--- config.mk ---
export PLATFORM = sky130hd
export DESIGN_NAME = edge_train_gen
export DESIGN_NICKNAME = d
export VERILOG_FILES = /design/src/rtl/edge_train_pkg.sv /design/src/rtl/gen_cycle_timer.sv /design/src/rtl/edge_train_gen.sv
export SDC_FILE = /design/constraint.sdc
export NUM_CORES = 1
export LEC_CHECK = 0
export ABC_AREA = 1
export ABC_CLOCK_PERIOD_IN_PS = 3410
export BUFFER_PORTS_ARGS = -buffer_cell sky130_fd_sc_hd__buf_2
export CORE_AREA = 2 2 39 41
export DETAILED_ROUTE_END_ITERATION = 10
export DIE_AREA = 0 0 41 43
export SYNTH_ARGS = -nofsm -noshare
export SYNTH_HDL_FRONTEND = slang
export SYNTH_SLANG_ARGS = --single-unit
--- constraint.sdc ---
create_clock -name clk -period 3.41 [get_ports clk]
set_input_delay 0.1705 -clock clk [delete_from_list [all_inputs] [get_ports clk]]
set_output_delay 0.1705 -clock clk [all_outputs]
set_load 0.05 [all_outputs]
--- src/rtl/edge_train_pkg.sv ---
// rtl/edge_train_pkg.sv - shared types and width helpers for the edge train generator
// Purpose: state encoding for the pulse FSM plus constant-width helpers used to
//          size the pending-request counter and the cycle timer.
// Contents:
//   edge_train_state_t  IDLE / HIGH / GAP
//   safe_width(v)       bits needed to hold 0..v, never less than 1
//   max2(a, b)          larger of two ints
package edge_train_pkg;

  typedef enum logic [1:0] {
    IDLE = 2'd0,
    HIGH = 2'd1,
    GAP  = 2'd2
  } edge_train_state_t;

  // A plain $clog2 collapses to 0 for a range of 0..1 or 0..0; a zero-width
  // vector is illegal, so clamp to at least one bit.
  function automatic int safe_width(input int max_val);
    int w;
    w = 1;
    while ((1 << w) <= max_val) begin
      w = w + 1;
    end
    return w;
  endfunction

  function automatic int max2(input int a, input int b);
    return (a > b) ? a : b;
  endfunction

endpackage

--- src/rtl/gen_cycle_timer.sv ---
// rtl/gen_cycle_timer.sv - loadable down-counter with zero flag
// Purpose: counts down from a loaded value and parks at zero.
// Ports:
//   clk         in   clock, rising edge
//   n_rst       in   synchronous active-low reset (count -> 0)
//   load_i      in   load load_val_i this edge (wins over decrement)
//   load_val_i  in   value to load
//   zero_o      out  count is zero
module gen_cycle_timer #(
  parameter int W = 2
) (
  input  logic         clk,
  input  logic         n_rst,
  input  logic         load_i,
  input  logic [W-1:0] load_val_i,
  output logic         zero_o
);

  logic [W-1:0] cnt_q;
  logic [W-1:0] cnt_d;

  always_comb begin
    cnt_d = cnt_q;
    if (load_i) begin
      cnt_d = load_val_i;
    end else if (cnt_q != '0) begin
      cnt_d = cnt_q - 1'b1;
    end
  end

  always_ff @(posedge clk) begin
    if (!n_rst) begin
      cnt_q <= '0;
    end else begin
      cnt_q <= cnt_d;
    end
  end

  assign zero_o = (cnt_q == '0);

endmodule

--- src/rtl/edge_train_gen.sv ---
// rtl/edge_train_gen.sv - turns request strobes into distinct, gap-separated level pulses
// Purpose: each accepted request produces one pulse on sig, high for HIGH_CYCLES
//          and followed by at least GAP_CYCLES low, so a downstream positive-edge
//          detector sees exactly one rising edge per request. Requests arriving
//          while a pulse is in flight are queued in a saturating counter.
// Optional feature: EDGE_TRAIN_OVF_FLAG_EN enables the sticky overflow flag and
//          clr_ovf; without it overflow is tied 0 and drops are silent.
// Ports:
//   clk          in   clock, rising edge
//   n_rst        in   synchronous active-low reset
//   strobe       in   one request per cycle high
//   clr_ovf      in   clears sticky overflow (feature build only)
//   sig          out  registered level pulse
//   busy         out  FSM not idle
//   pending_cnt  out  queued requests not yet started
//   overflow     out  sticky request-dropped flag
module edge_train_gen
  import edge_train_pkg::*;
#(
  parameter int HIGH_CYCLES = 3,
  parameter int GAP_CYCLES  = 2,
  parameter int MAX_PENDING = 4,
  localparam int PW = safe_width(MAX_PENDING)
) (
  input  logic          clk,
  input  logic          n_rst,
  input  logic          strobe,
  input  logic          clr_ovf,
  output logic          sig,
  output logic          busy,
  output logic [PW-1:0] pending_cnt,
  output logic          overflow
);

  localparam int TW = safe_width(max2(HIGH_CYCLES, GAP_CYCLES) - 1);
  localparam logic [TW-1:0] HIGH_LOAD = TW'(HIGH_CYCLES - 1);
  localparam logic [TW-1:0] GAP_LOAD  = TW'(GAP_CYCLES - 1);
  localparam logic [PW-1:0] PEND_MAX  = PW'(MAX_PENDING);

  edge_train_state_t state_q, state_d;
  logic          sig_q, busy_q;
  logic [PW-1:0] pend_q, pend_d;

  logic          tmr_load;
  logic [TW-1:0] tmr_val;
  logic          tmr_zero;

  logic          start;
  logic          from_queue;
  logic          strobe_enq;
  logic          drop;

  gen_cycle_timer #(
    .W(TW)
  ) u_timer (
    .clk       (clk),
    .n_rst     (n_rst),
    .load_i    (tmr_load),
    .load_val_i(tmr_val),
    .zero_o    (tmr_zero)
  );

  always_comb begin
    state_d    = state_q;
    tmr_load   = 1'b0;
    tmr_val    = HIGH_LOAD;
    start      = 1'b0;
    from_queue = 1'b0;
    case (state_q)
      IDLE: begin
        if (strobe) begin
          state_d  = HIGH;
          tmr_load = 1'b1;
          tmr_val  = HIGH_LOAD;
          start    = 1'b1;
        end
      end
      HIGH: begin
        if (tmr_zero) begin
          state_d  = GAP;
          tmr_load = 1'b1;
          tmr_val  = GAP_LOAD;
        end
      end
      GAP: begin
        if (tmr_zero) begin
          if ((pend_q != '0) || strobe) begin
            state_d    = HIGH;
            tmr_load   = 1'b1;
            tmr_val    = HIGH_LOAD;
            start      = 1'b1;
            // Queued requests are older, so they go first; a same-cycle
            // strobe then simply takes the freed queue slot.
            from_queue = (pend_q != '0);
          end else begin
            state_d = IDLE;
          end
        end
      end
      default: state_d = IDLE;
    endcase
  end

  // A strobe is consumed only by a start that did not come from the queue.
  assign strobe_enq = strobe && !(start && !from_queue);
  // When a queued start happens the decrement guarantees room, so no drop.
  assign drop       = strobe_enq && !from_queue && (pend_q == PEND_MAX);

  always_comb begin
    pend_d = pend_q;
    if (from_queue && !strobe_enq) begin
      pend_d = pend_q - 1'b1;
    end else if (!from_queue && strobe_enq && (pend_q != PEND_MAX)) begin
      pend_d = pend_q + 1'b1;
    end
  end

  always_ff @(posedge clk) begin
    if (!n_rst) begin
      state_q <= IDLE;
      sig_q   <= 1'b0;
      busy_q  <= 1'b0;
      pend_q  <= '0;
    end else begin
      state_q <= state_d;
      sig_q   <= (state_d == HIGH);
      busy_q  <= (state_d != IDLE);
      pend_q  <= pend_d;
    end
  end

  assign sig         = sig_q;
  assign busy        = busy_q;
  assign pending_cnt = pend_q;

`ifdef EDGE_TRAIN_OVF_FLAG_EN
  logic ovf_q, ovf_d;

  // Setting beats clearing so a drop coincident with clr_ovf is never lost.
  always_comb begin
    ovf_d = ovf_q;
    if (drop) begin
      ovf_d = 1'b1;
    end else if (clr_ovf) begin
      ovf_d = 1'b0;
    end
  end

  always_ff @(posedge clk) begin
    if (!n_rst) begin
      ovf_q <= 1'b0;
    end else begin
      ovf_q <= ovf_d;
    end
  end

  assign overflow = ovf_q;
`else
  logic unused_ovf;
  assign unused_ovf = clr_ovf ^ drop;
  assign overflow   = 1'b0;
`endif

endmodule

==> flow_metrics.py <==
metrics = {
    "clock_tree": {
        "htreeDepth": 1,
        "clock_path_buffers": 2,
        "tritoncts": "yes",
        "numClockSinks": 9,
        "clock_latency_ps": 260,
        "clockRootBuffer": "clkbuf_4",
        "postCtsHoldBufs": 0,
        "clkTransAtPathRegs_ps": 60,
        "cts_buffers": 3,
        "post_cts_buffers": 0,
        "cts-resized-gates": 0,
    },
    "place": {
        "port_buffers": 7,
        "place_congestion": 0.780,
        "dp.final_hpwl_um": 730,
        "place_ws_ps": 1520,
    },
    "die": {
        "fp.dieArea_um2": 1760,
        "start_util": 0.388,
        "fp.dieW_um": 41,
        "io_pins": 10,
        "fp.coreArea_um2": 1380,
        "fp-row-count": 14,
        "die_height_um": 43,
    },
    "critical_path": {
        "worst-r2r-cell-count": 12,
        "rrSetupSlack_ps": 1520,
        "end_kind": "flop",
        "cpMostUsedCell": "inv_1",
        "cp_data_arrival_time_ps": 2060,
        "cpLargestDelayFamily": "adder cells",
        "cp-start-kind": "flop",
        "crit-reg2reg-launch": "u_timer.cnt_q[0]$_SDFFE_PN0P_",
        "cp_cell_sequence": "inv_1, ha_1, inv_2, nor2_4, nand3_2, fa_1, inv_1, nand2_1, inv_1, nand2_1, a21oi_1, nor2_1",
        "slowest_stage": "fa_1",
        "crit_type": "flop to flop",
        "r2r-end": "pending_cnt[2]$_SDFFE_PN0P_",
        "critical_path.max_fanout": 4,
        "worstPathRequired_ps": 3570,
        "path_buf_inv": 4,
        "slowest_delay_ps": 410,
    },
    "outcome": {
        "outcome": "finished clean",
    },
    "route": {
        "drc_errors": 0,
        "dr_total_vias": 437,
        "dr.pass1.iters": 3,
        "detail-route-antenna-nets": 0,
        "vias_per_cell": 4.33,
        "drtIter0Drc": 16,
        "drt-wirelength-per-cell_um": 9.16,
        "wl_um": 925,
    },
    "synthesis": {
        "synthFlopType": "dfxtp_1",
        "yosysSeqAreaShare": 0.336,
        "synth_commonest_cells": "inv_1, nand2_1, dfxtp_1, nor2_1, a21oi_1",
        "netlist_area_um2": 537,
        "synth_edf_count": 0,
        "synthArstFlopShare": 0,
        "synth_cells": 75,
        "yosysWarnings": 0,
        "synth_top_cell_by_area": "dfxtp_1",
        "synth_nets": 81,
        "ys_types": 23,
        "ys_ff_latch": 9,
        "avgSynthCellArea_um2": 7.16,
        "yosysTopAreaCellShare": 0.336,
        "synth_area_leaders": "dfxtp_1, inv_1, nand2_1",
        "synth_most_common_cell": "inv_1",
    },
    "power": {
        "vdd_drop_max_mv": 0.312,
        "power.static_leakage_nw": 0.324,
        "finalPower_w": 0.000434,
        "power-per-cell-area_nw_per_um2": 710,
    },
    "hold_path": {
        "min_to": "pending_cnt[2]$_SDFFE_PN0P_",
        "min_from": "n_rst",
        "worstHoldPathCells": 3,
        "hold_path.class": "primary input to flop",
    },
    "global_routing": {
        "grt_pass1_vias": 364,
        "grt_usage": 0.118,
        "grt_pass1_wl_um": 1390,
        "antenna_found_initial": 0,
        "grt.overflow.total": 0,
        "grt_start_max_net_pins": 7,
    },
    "timing": {
        "rsz0062_at_grt": "false",
        "fin_ws_ps": 1520,
        "fmax_mhz": 528,
        "hold_viol": 0,
        "finClkSkew_ps": 2.69,
        "finalMaxSlewViolations": 0,
        "fin_tns_setup_ps": 0,
        "min_period_over_period": 0.555,
        "period_needed_ps": 1890,
        "setup_viol": 0,
    },
    "run": {
        "max_cap_viol_count": 0,
    },
    "final_layout": {
        "syn2layout_area_growth_pct": 13.8,
        "drive_above_1_share": 0.247,
        "fillers": 150,
        "diodes": 0,
        "nets": 92,
    },
}
[state kept, by name (all words and copies together) (netlist names)]
register       flops
pending_cnt        3
state_q            2
u_timer.cnt_q      2
busy               1
sig                1
[worst register-to-register path, stage by stage, from the launching register on]
cell	delay [ps]
dfxtp_1	320
inv_1	60
ha_1	220
inv_2	90
nor2_4	160
nand3_2	130
fa_1	410
inv_1	70
nand2_1	50
inv_1	50
nand2_1	50
a21oi_1	120
nor2_1	60
[per-layer routing]
layer / wire (um) / global-route usage
met5: 0 / 0
met3: 45 / 0.0157
met1: 477 / 0.163
met2: 384 / 0.153
met4: 17 / 0.100
[cell families (layout without fill, tap and decap cells)]
logic type               count (synthesis)  after routing  synth area share
adder cells (fa/ha/maj)                  2              2            0.0606
buffers and inverters                   19             29             0.140
AND/OR/NAND/NOR                         34             34             0.361
AO/OA/AOI/OAI                           10             10            0.0956
other                                    1              1           0.00699
flip-flops                               9              9             0.336
[power breakdown]
group,switching [W],internal (W)
registers,0.0000157,0.000132
logic,0.000140,0.0000627
clock network,0.0000389,0.0000452
[stage by stage]
step	hold slack (ps)	instance area, um2	utilization	cells
after floorplan	291	537	-	75
after global placement	466	584	0.422	97
after detailed placement	471	584	0.422	97
after CTS	192	611	0.441	101
after global routing	207	611	0.441	101
final	186	611	0.441	101
[cell type report]
type | instances | area, um2 | area share
Multi-Input combinational cell | 47 | 282 | 0.461
Sequential cell | 9 | 180 | 0.295
Inverter | 18 | 67.6 | 0.111
Timing Repair Buffer | 7 | 35.0 | 0.0574
Clock buffer | 4 | 26.3 | 0.0430
Tap cell | 16 | 20.0 | 0.0328
[cell usage in the layout, fill, tap and decap left out, drive strengths merged]
cell and n:
nor2 11, a31oi 1, or2 1, nor3 1, fa 1, ha 1, nand2 15, conb 1
dfxtp 9, a21oi 5, nand4 2, nand3 4, inv 18, o21ai 4, clkbuf 4, buf 7
[how the worst max path moves through the flow]
stage,startpoint,end,cells past startpoint
after CTS,u_timer.cnt_q[0]$_SDFFE_PN0P_,pending_cnt[2]$_SDFFE_PN0P_,12
after detailed placement,u_timer.cnt_q[0]$_SDFFE_PN0P_,pending_cnt[2]$_SDFFE_PN0P_,12
after global placement,u_timer.cnt_q[0]$_SDFFE_PN0P_,pending_cnt[2]$_SDFFE_PN0P_,12
final,u_timer.cnt_q[0]$_SDFFE_PN0P_,pending_cnt[2]$_SDFFE_PN0P_,12
after global routing,u_timer.cnt_q[0]$_SDFFE_PN0P_,pending_cnt[2]$_SDFFE_PN0P_,12
after floorplan,pending_cnt[2]$_SDFFE_PN0P_,pending_cnt[2]$_SDFFE_PN0P_,10
No activity file was read; power rests on OpenSTA's default activity.
